===== src/rtl/multicycle_ctrl.sv =====
// multicycle_ctrl: Moore-style multi-cycle control FSM for the LEGv8 core.
// Sequences fetch/decode/exec/mem/writeback and counts retired instructions.
`default_nettype none

module multicycle_ctrl #(
  parameter int COUNT_W = 32
) (
  input  logic               clk,
  input  logic               rst_n,
  input  logic               run,
  input  logic [10:0]        opcode,
  input  logic               alu_zero,
  input  logic               imem_ready,
  input  logic               dmem_ready,
  output logic               imem_req,
  output logic               ir_write,
  output logic               pc_write,
  output logic               pc_src,
  output logic               reg2_loc,
  output logic               alu_src,
  output logic [3:0]         alu_op,
  output logic               dmem_read,
  output logic               dmem_write,
  output logic               mem_to_reg,
  output logic               reg_write,
  output logic               retire,
  output logic               illegal_op,
  output logic [COUNT_W-1:0] instr_count,
  output logic [2:0]         state
);

  typedef enum logic [2:0] {
    IDLE   = 3'd0,
    FETCH  = 3'd1,
    DECODE = 3'd2,
    EXEC   = 3'd3,
    MEM    = 3'd4,
    WB     = 3'd5
  } state_t;

  typedef enum logic [3:0] {
    C_ADD  = 4'd0,
    C_SUB  = 4'd1,
    C_AND  = 4'd2,
    C_ORR  = 4'd3,
    C_LDUR = 4'd4,
    C_STUR = 4'd5,
    C_CBZ  = 4'd6,
    C_B    = 4'd7,
    C_ILL  = 4'd8
  } cls_t;

  state_t cur;
  cls_t   cls_r;
  cls_t   cls_dec;
  cls_t   cls_cur;
  logic   rearm;   // set by an illegal opcode; run must go low before fetching again

  always_comb begin
    cls_dec = C_ILL;
    if      (opcode == 11'h458)      cls_dec = C_ADD;
    else if (opcode == 11'h658)      cls_dec = C_SUB;
    else if (opcode == 11'h450)      cls_dec = C_AND;
    else if (opcode == 11'h550)      cls_dec = C_ORR;
    else if (opcode == 11'h7C2)      cls_dec = C_LDUR;
    else if (opcode == 11'h7C0)      cls_dec = C_STUR;
    else if (opcode[10:3] == 8'hB4)  cls_dec = C_CBZ;
    else if (opcode[10:5] == 6'h05)  cls_dec = C_B;
  end

  // The class register is only loaded on DECODE exit, so DECODE itself uses the live decode.
  assign cls_cur = (cur == DECODE) ? cls_dec : cls_r;
  assign state   = cur;

  always_comb begin
    imem_req   = 1'b0;
    ir_write   = 1'b0;
    pc_write   = 1'b0;
    pc_src     = 1'b0;
    reg2_loc   = 1'b0;
    alu_src    = 1'b0;
    alu_op     = 4'b0000;
    dmem_read  = 1'b0;
    dmem_write = 1'b0;
    mem_to_reg = 1'b0;
    reg_write  = 1'b0;
    retire     = 1'b0;
    case (cur)
      FETCH: begin
        imem_req = 1'b1;
        ir_write = imem_ready;
      end
      DECODE: begin
        if (cls_dec == C_B) begin
          pc_write = 1'b1;
          pc_src   = 1'b1;
          retire   = 1'b1;
        end
      end
      EXEC: begin
        case (cls_cur)
          C_ADD:  alu_op = 4'b0010;
          C_SUB:  alu_op = 4'b0110;
          C_AND:  alu_op = 4'b0000;
          C_ORR:  alu_op = 4'b0001;
          C_LDUR, C_STUR: begin
            alu_op  = 4'b0010;
            alu_src = 1'b1;
          end
          C_CBZ: begin
            alu_op   = 4'b0111;
            pc_write = 1'b1;
            pc_src   = alu_zero;
            retire   = 1'b1;
          end
          default: alu_op = 4'b0000;
        endcase
      end
      MEM: begin
        dmem_read  = (cls_cur == C_LDUR);
        dmem_write = (cls_cur == C_STUR);
        if (cls_cur == C_STUR && dmem_ready) begin
          pc_write = 1'b1;
          retire   = 1'b1;
        end
      end
      WB: begin
        reg_write  = 1'b1;
        mem_to_reg = (cls_cur == C_LDUR);
        pc_write   = 1'b1;
        retire     = 1'b1;
      end
      default: ;
    endcase
    if ((cur == DECODE || cur == EXEC || cur == MEM || cur == WB) &&
        (cls_cur == C_STUR || cls_cur == C_CBZ))
      reg2_loc = 1'b1;
  end

  always_ff @(posedge clk or negedge rst_n) begin
    if (!rst_n) begin
      cur         <= IDLE;
      cls_r       <= C_ILL;
      illegal_op  <= 1'b0;
      rearm       <= 1'b0;
      instr_count <= '0;
    end else begin
      if (!run) rearm <= 1'b0;
      if (cur == DECODE) cls_r <= cls_dec;
      if (retire) begin
        instr_count <= instr_count + COUNT_W'(1);
        cur         <= run ? FETCH : IDLE;
      end else begin
        case (cur)
          IDLE:   if (run && !rearm) cur <= FETCH;
          FETCH:  if (imem_ready) cur <= DECODE;
          DECODE: begin
            if (cls_dec == C_ILL) begin
              illegal_op <= 1'b1;
              rearm      <= 1'b1;
              cur        <= IDLE;
            end else begin
              cur <= EXEC;
            end
          end
          EXEC:   cur <= (cls_r == C_LDUR || cls_r == C_STUR) ? MEM : WB;
          MEM:    if (dmem_ready) cur <= WB;
          WB:     cur <= IDLE;
          default: cur <= IDLE;
        endcase
      end
    end
  end

endmodule

`default_nettype wire


===== config.mk =====
export PLATFORM = sky130hd
export DESIGN_NAME = multicycle_ctrl
export DESIGN_NICKNAME = d
export VERILOG_FILES = /design/src/rtl/multicycle_ctrl.sv
export SDC_FILE = /design/constraint.sdc
export NUM_CORES = 1
export LEC_CHECK = 0
export BUFFER_PORTS_ARGS = -buffer_cell sky130_fd_sc_hd__buf_2
export CORE_MARGIN = 4
export CORE_UTILIZATION = 47
export CTS_CLUSTER_DIAMETER = 80
export CTS_CLUSTER_SIZE = 14
export DETAILED_ROUTE_END_ITERATION = 8
export GPL_TIMING_DRIVEN = 0
export PLACE_DENSITY_LB_ADDON = 0.2
export RECOVER_POWER = 100
export SLEW_MARGIN = 20
export SYNTH_ARGS = -nofsm -noshare
export SYNTH_HDL_FRONTEND = slang
export SYNTH_SLANG_ARGS = --single-unit

===== constraint.sdc =====
create_clock -name clk -period 2.4 [get_ports clk]
set_clock_uncertainty 0.05 [all_clocks]
set_input_delay 0.48 -clock clk [delete_from_list [all_inputs] [get_ports clk]]
set_output_delay 0.48 -clock clk [all_outputs]
set_load 0.01 [all_outputs]

==> impl_results.md <==
- Status: finished with violations
- Mapped Area: 2360 sq um
- #FFs+latches synth: a little over 40
- Final hold violations: 0
- Slew @ Worst Pin: between 0.9 and 1 ns
- CP Data Arrival Time: 2.25 ns
- Power per cell area: 841 nW/um^2
- Clock network fraction of design power: 24.8%
- Highest routed metal layer: met4
- Flop pwr share: 34.7%
- Fmax: 0.360 GHz
- Combinational cell fraction of total power: 40.5%
- Avg WL per Cell: 14.4 um
- WL met3: 343 um
- Worst-path cell chain: buf_6 -> or4b_4 -> a211o_4 -> a31oi_4 -> or3b_4 -> a21oi_2 -> buf_2
- Post-synth EDFFs: 0
- Clock Tree Buf Depth: 2
- Setup TNS Final: -1.83 ns
- Routability cong.: ~0.90
- Slew Viols, Final: 0
- Die X: 78.8 um
- Top delay family on crit path: simple AND/OR/NAND/NOR gates
- IO Port Bufs: 66
- Worst Path Required: 1.87 ns
- Antenna cell count: 0
- Met2 wire length: approximately 2800 um
- Worst path slowest cell: or4b_4
- Switching pwr: 0.914 mW
- Final worst slack: -0.377 ns
- FFs w/ async S/R, synth: 100%
- Clk root buf: clkbuf_8
- Routed Antenna Nets: 0
- Clk sinks: 41
- Synthesized area per cell: 9.43 sq um
- Synthesized Nets: 268
- Min Tclk post-route: 2.78 ns
- Dpl hpwl: around 4000 um
- Hold Path Class: input port to async pin
- Initial antenna violation count: 0
- Post-route clock period utilization: 116%
- CORE AREA: 4790 sq um
- M1 wire length: 2690 um
- Violated checks: setup timing
- Worst skew pair latency: 0.30 ns
- I/O pins: just under 70
- Final setup fails: 7
- Most used DFF post-synth: dfrtp_1
- Max H-tree Level: 2
- Synth warn: 0
- Worst Path Class, Setup: input port to output pin
- Startpoint types: input port
- Vias per cell: 5.38
- TritonCTS Buffers: 5
- Leak Pwr: about 1.5 nW
- DR DRC count: 0
- Max cap viols: 0
- Row cnt: 25
- DRT Wirelength: 5930 um
- Layout area overhead: 33.9%
- Share of layout cells above drive strength 1: between 20 and 30%
- Buf/Inv on CP: 2
- Initial core utilization: 49.3%
- CP max FO: 2
- Clock-pin slew on the worst setup and hold paths: 0.08 ns
- First-pass GRT wire length: approximately 9400 um
- Pin count of the biggest net entering global routing: 42
- GRT Total Usage: 19.2%
- Unrepaired setup endpoints after global routing: yes
- TritonCTS clock tree: done
- Setup crit end kind: output pin
- Sw Ratio: 34.4%
- Initial DRC count: 95
- Sequential fraction of the synthesis area: approximately 44%
- Tot Pwr: 2.66 mW
- Vias: 2221
- VDD IR max: about 410 uV
- Internal cell power: 1.74 mW
- Vias in the first global route: slightly below 2000
- Max transition margin: 33.7%
- Die footprint: 6210 sq um
- Count of different cell masters after synthesis: 50
- Cells after Synth: 250
- Fillers: ~430
- Worst hold slack: 0.280 ns
- Die Ht: 78.8 um
- Slowest stage delay, CP: 0.54 ns
- Global route overflow: 0
- Nets: around 360
- DRT Pass-1 Iters: 5
layer usage:
layer  track usage [%]  up-vias
met4              7.39        0
li1                  -     1074
met2              29.3       69
met5                 0        -
met1              26.8     1067
met3              3.97       11
synth_stat cells, drive strengths merged (3+ instances only):
master	number	area, sq um
and3	6	37.5
nor2b	4	25.0
nor2	19	71.3
and4	3	26.3
nor3b	4	41.3
nand2b	7	43.8
buf	7	41.3
a21oi	10	50.1
inv	8	30.0
xnor2	15	131
nand2	25	93.8
o21ai	3	15.0
nor4b	3	32.5
nand3	12	60.1
nor3	12	60.1
and2	3	18.8
xor2	17	149
o22ai	3	18.8
nand4	16	100
dfrtp	40	1000
final timing paths:
| kind | cells after the start | slack (ns) | endpoint | start |
|---|---|---|---|---|
| min in group clk | 3 | 0.36 | state[0] | run |
| min | 1 | 0.28 | state[1] | rst_n |
| min reg2reg | 1 | 0.43 | illegal_op | illegal_op |
| max reg2reg | 9 | 0.14 | instr_count[26] | state[1] |
| max in group asynchronous | 1 | 1.40 | instr_count[4] | rst_n |
| max | 7 | -0.38 | alu_op[0] | opcode[2] |
power groups by stage:
stage | clock [mW] | combinational, mW | sequential, mW
finish | 0.659 | 1.08 | 0.921
global route | 0.701 | 1.17 | 0.941
CTS | 0.673 | 0.888 | 0.917
detailed placement | 0 | 0.804 | 0.927
global placement | 0 | 0.793 | 0.927
floorplan | 0 | 0.541 | 0.935
logic make-up (layout without fill, tap and decap cells):
logic type               count (synthesis)  after routing  share of synthesized area, %
flip-flops                              41             41                          43.6
adder cells (fa/ha/maj)                  1              1                         0.531
multiplexers                             2              2                         0.902
XOR/XNOR                                32             32                          11.9
other                                    1              1                         0.159
AO/OA/AOI/OAI                           29             29                          9.02
buffers and inverters                   17            113                          3.34
AND/OR/NAND/NOR                        127            127                          30.6
registers in the layout, summed over array words and instances (netlist names):
register and cells:
illegal_op 1, instr_count 32, state 3, cls_r 4, rearm 1
cell usage in the layout, fill, tap and decap left out, types with 2 or more instances in the layout:
| cell | n |
|---|---|
| bufinv_16 | 2 |
| nor4_1 | 2 |
| or3b_4 | 2 |
| xor2_1 | 17 |
| nand4_1 | 16 |
| clkbuf_1 | 26 |
| nor2b_1 | 3 |
| buf_2 | 39 |
| a21oi_2 | 3 |
| xnor2_1 | 15 |
| nand3b_1 | 2 |
| buf_6 | 6 |
| clkbuf_8 | 5 |
| and2_1 | 3 |
| nor2_1 | 19 |
| nand2_1 | 25 |
| dfrtp_1 | 40 |
| nor3_2 | 2 |
| inv_1 | 8 |
| a32oi_1 | 2 |
| nor4b_2 | 2 |
| and3_1 | 6 |
| a21oi_1 | 7 |
| nand4b_1 | 2 |
| buf_4 | 24 |
| nand2b_1 | 7 |
| nor3b_1 | 3 |
| nor3_1 | 10 |
| nand3_1 | 12 |
| and4_1 | 3 |
| o21ai_0 | 3 |
final cells by class:
type | instances | area [sq um] | share of cell area (%)
multi-input combinational | 192 | 1330 | 42.2
buffer | 9 | 68.8 | 2.18
sequential | 41 | 1030 | 32.5
timing repair buffer | 88 | 480 | 15.2
tap | 67 | 83.8 | 2.66
clock buffer | 5 | 68.8 | 2.18
clock inverter | 3 | 65.1 | 2.06
inverter | 8 | 30.0 | 0.951
metrics by stage:
step / setup WS, ns / cells / cell area (sq um) / util (%)
floorplan: -0.191 / 250 / 2380 / -
global placement: -0.469 / 383 / 2790 / 58.4
detailed placement: -0.460 / 383 / 2790 / 58.4
CTS: -0.414 / 397 / 3020 / 63.1
global route: -0.413 / 413 / 3160 / 66.0
finish: -0.377 / 413 / 3160 / 66.0
what timing repair did:
item	CTS	global route
gates resized for setup	11	14
buffers inserted	6	16
pin swaps	6	8
hold endpoints to repair	0	0
hold buffers	0	0
endpoints found under the setup margin	9	9
No activity file was read; power rests on OpenSTA's default activity.
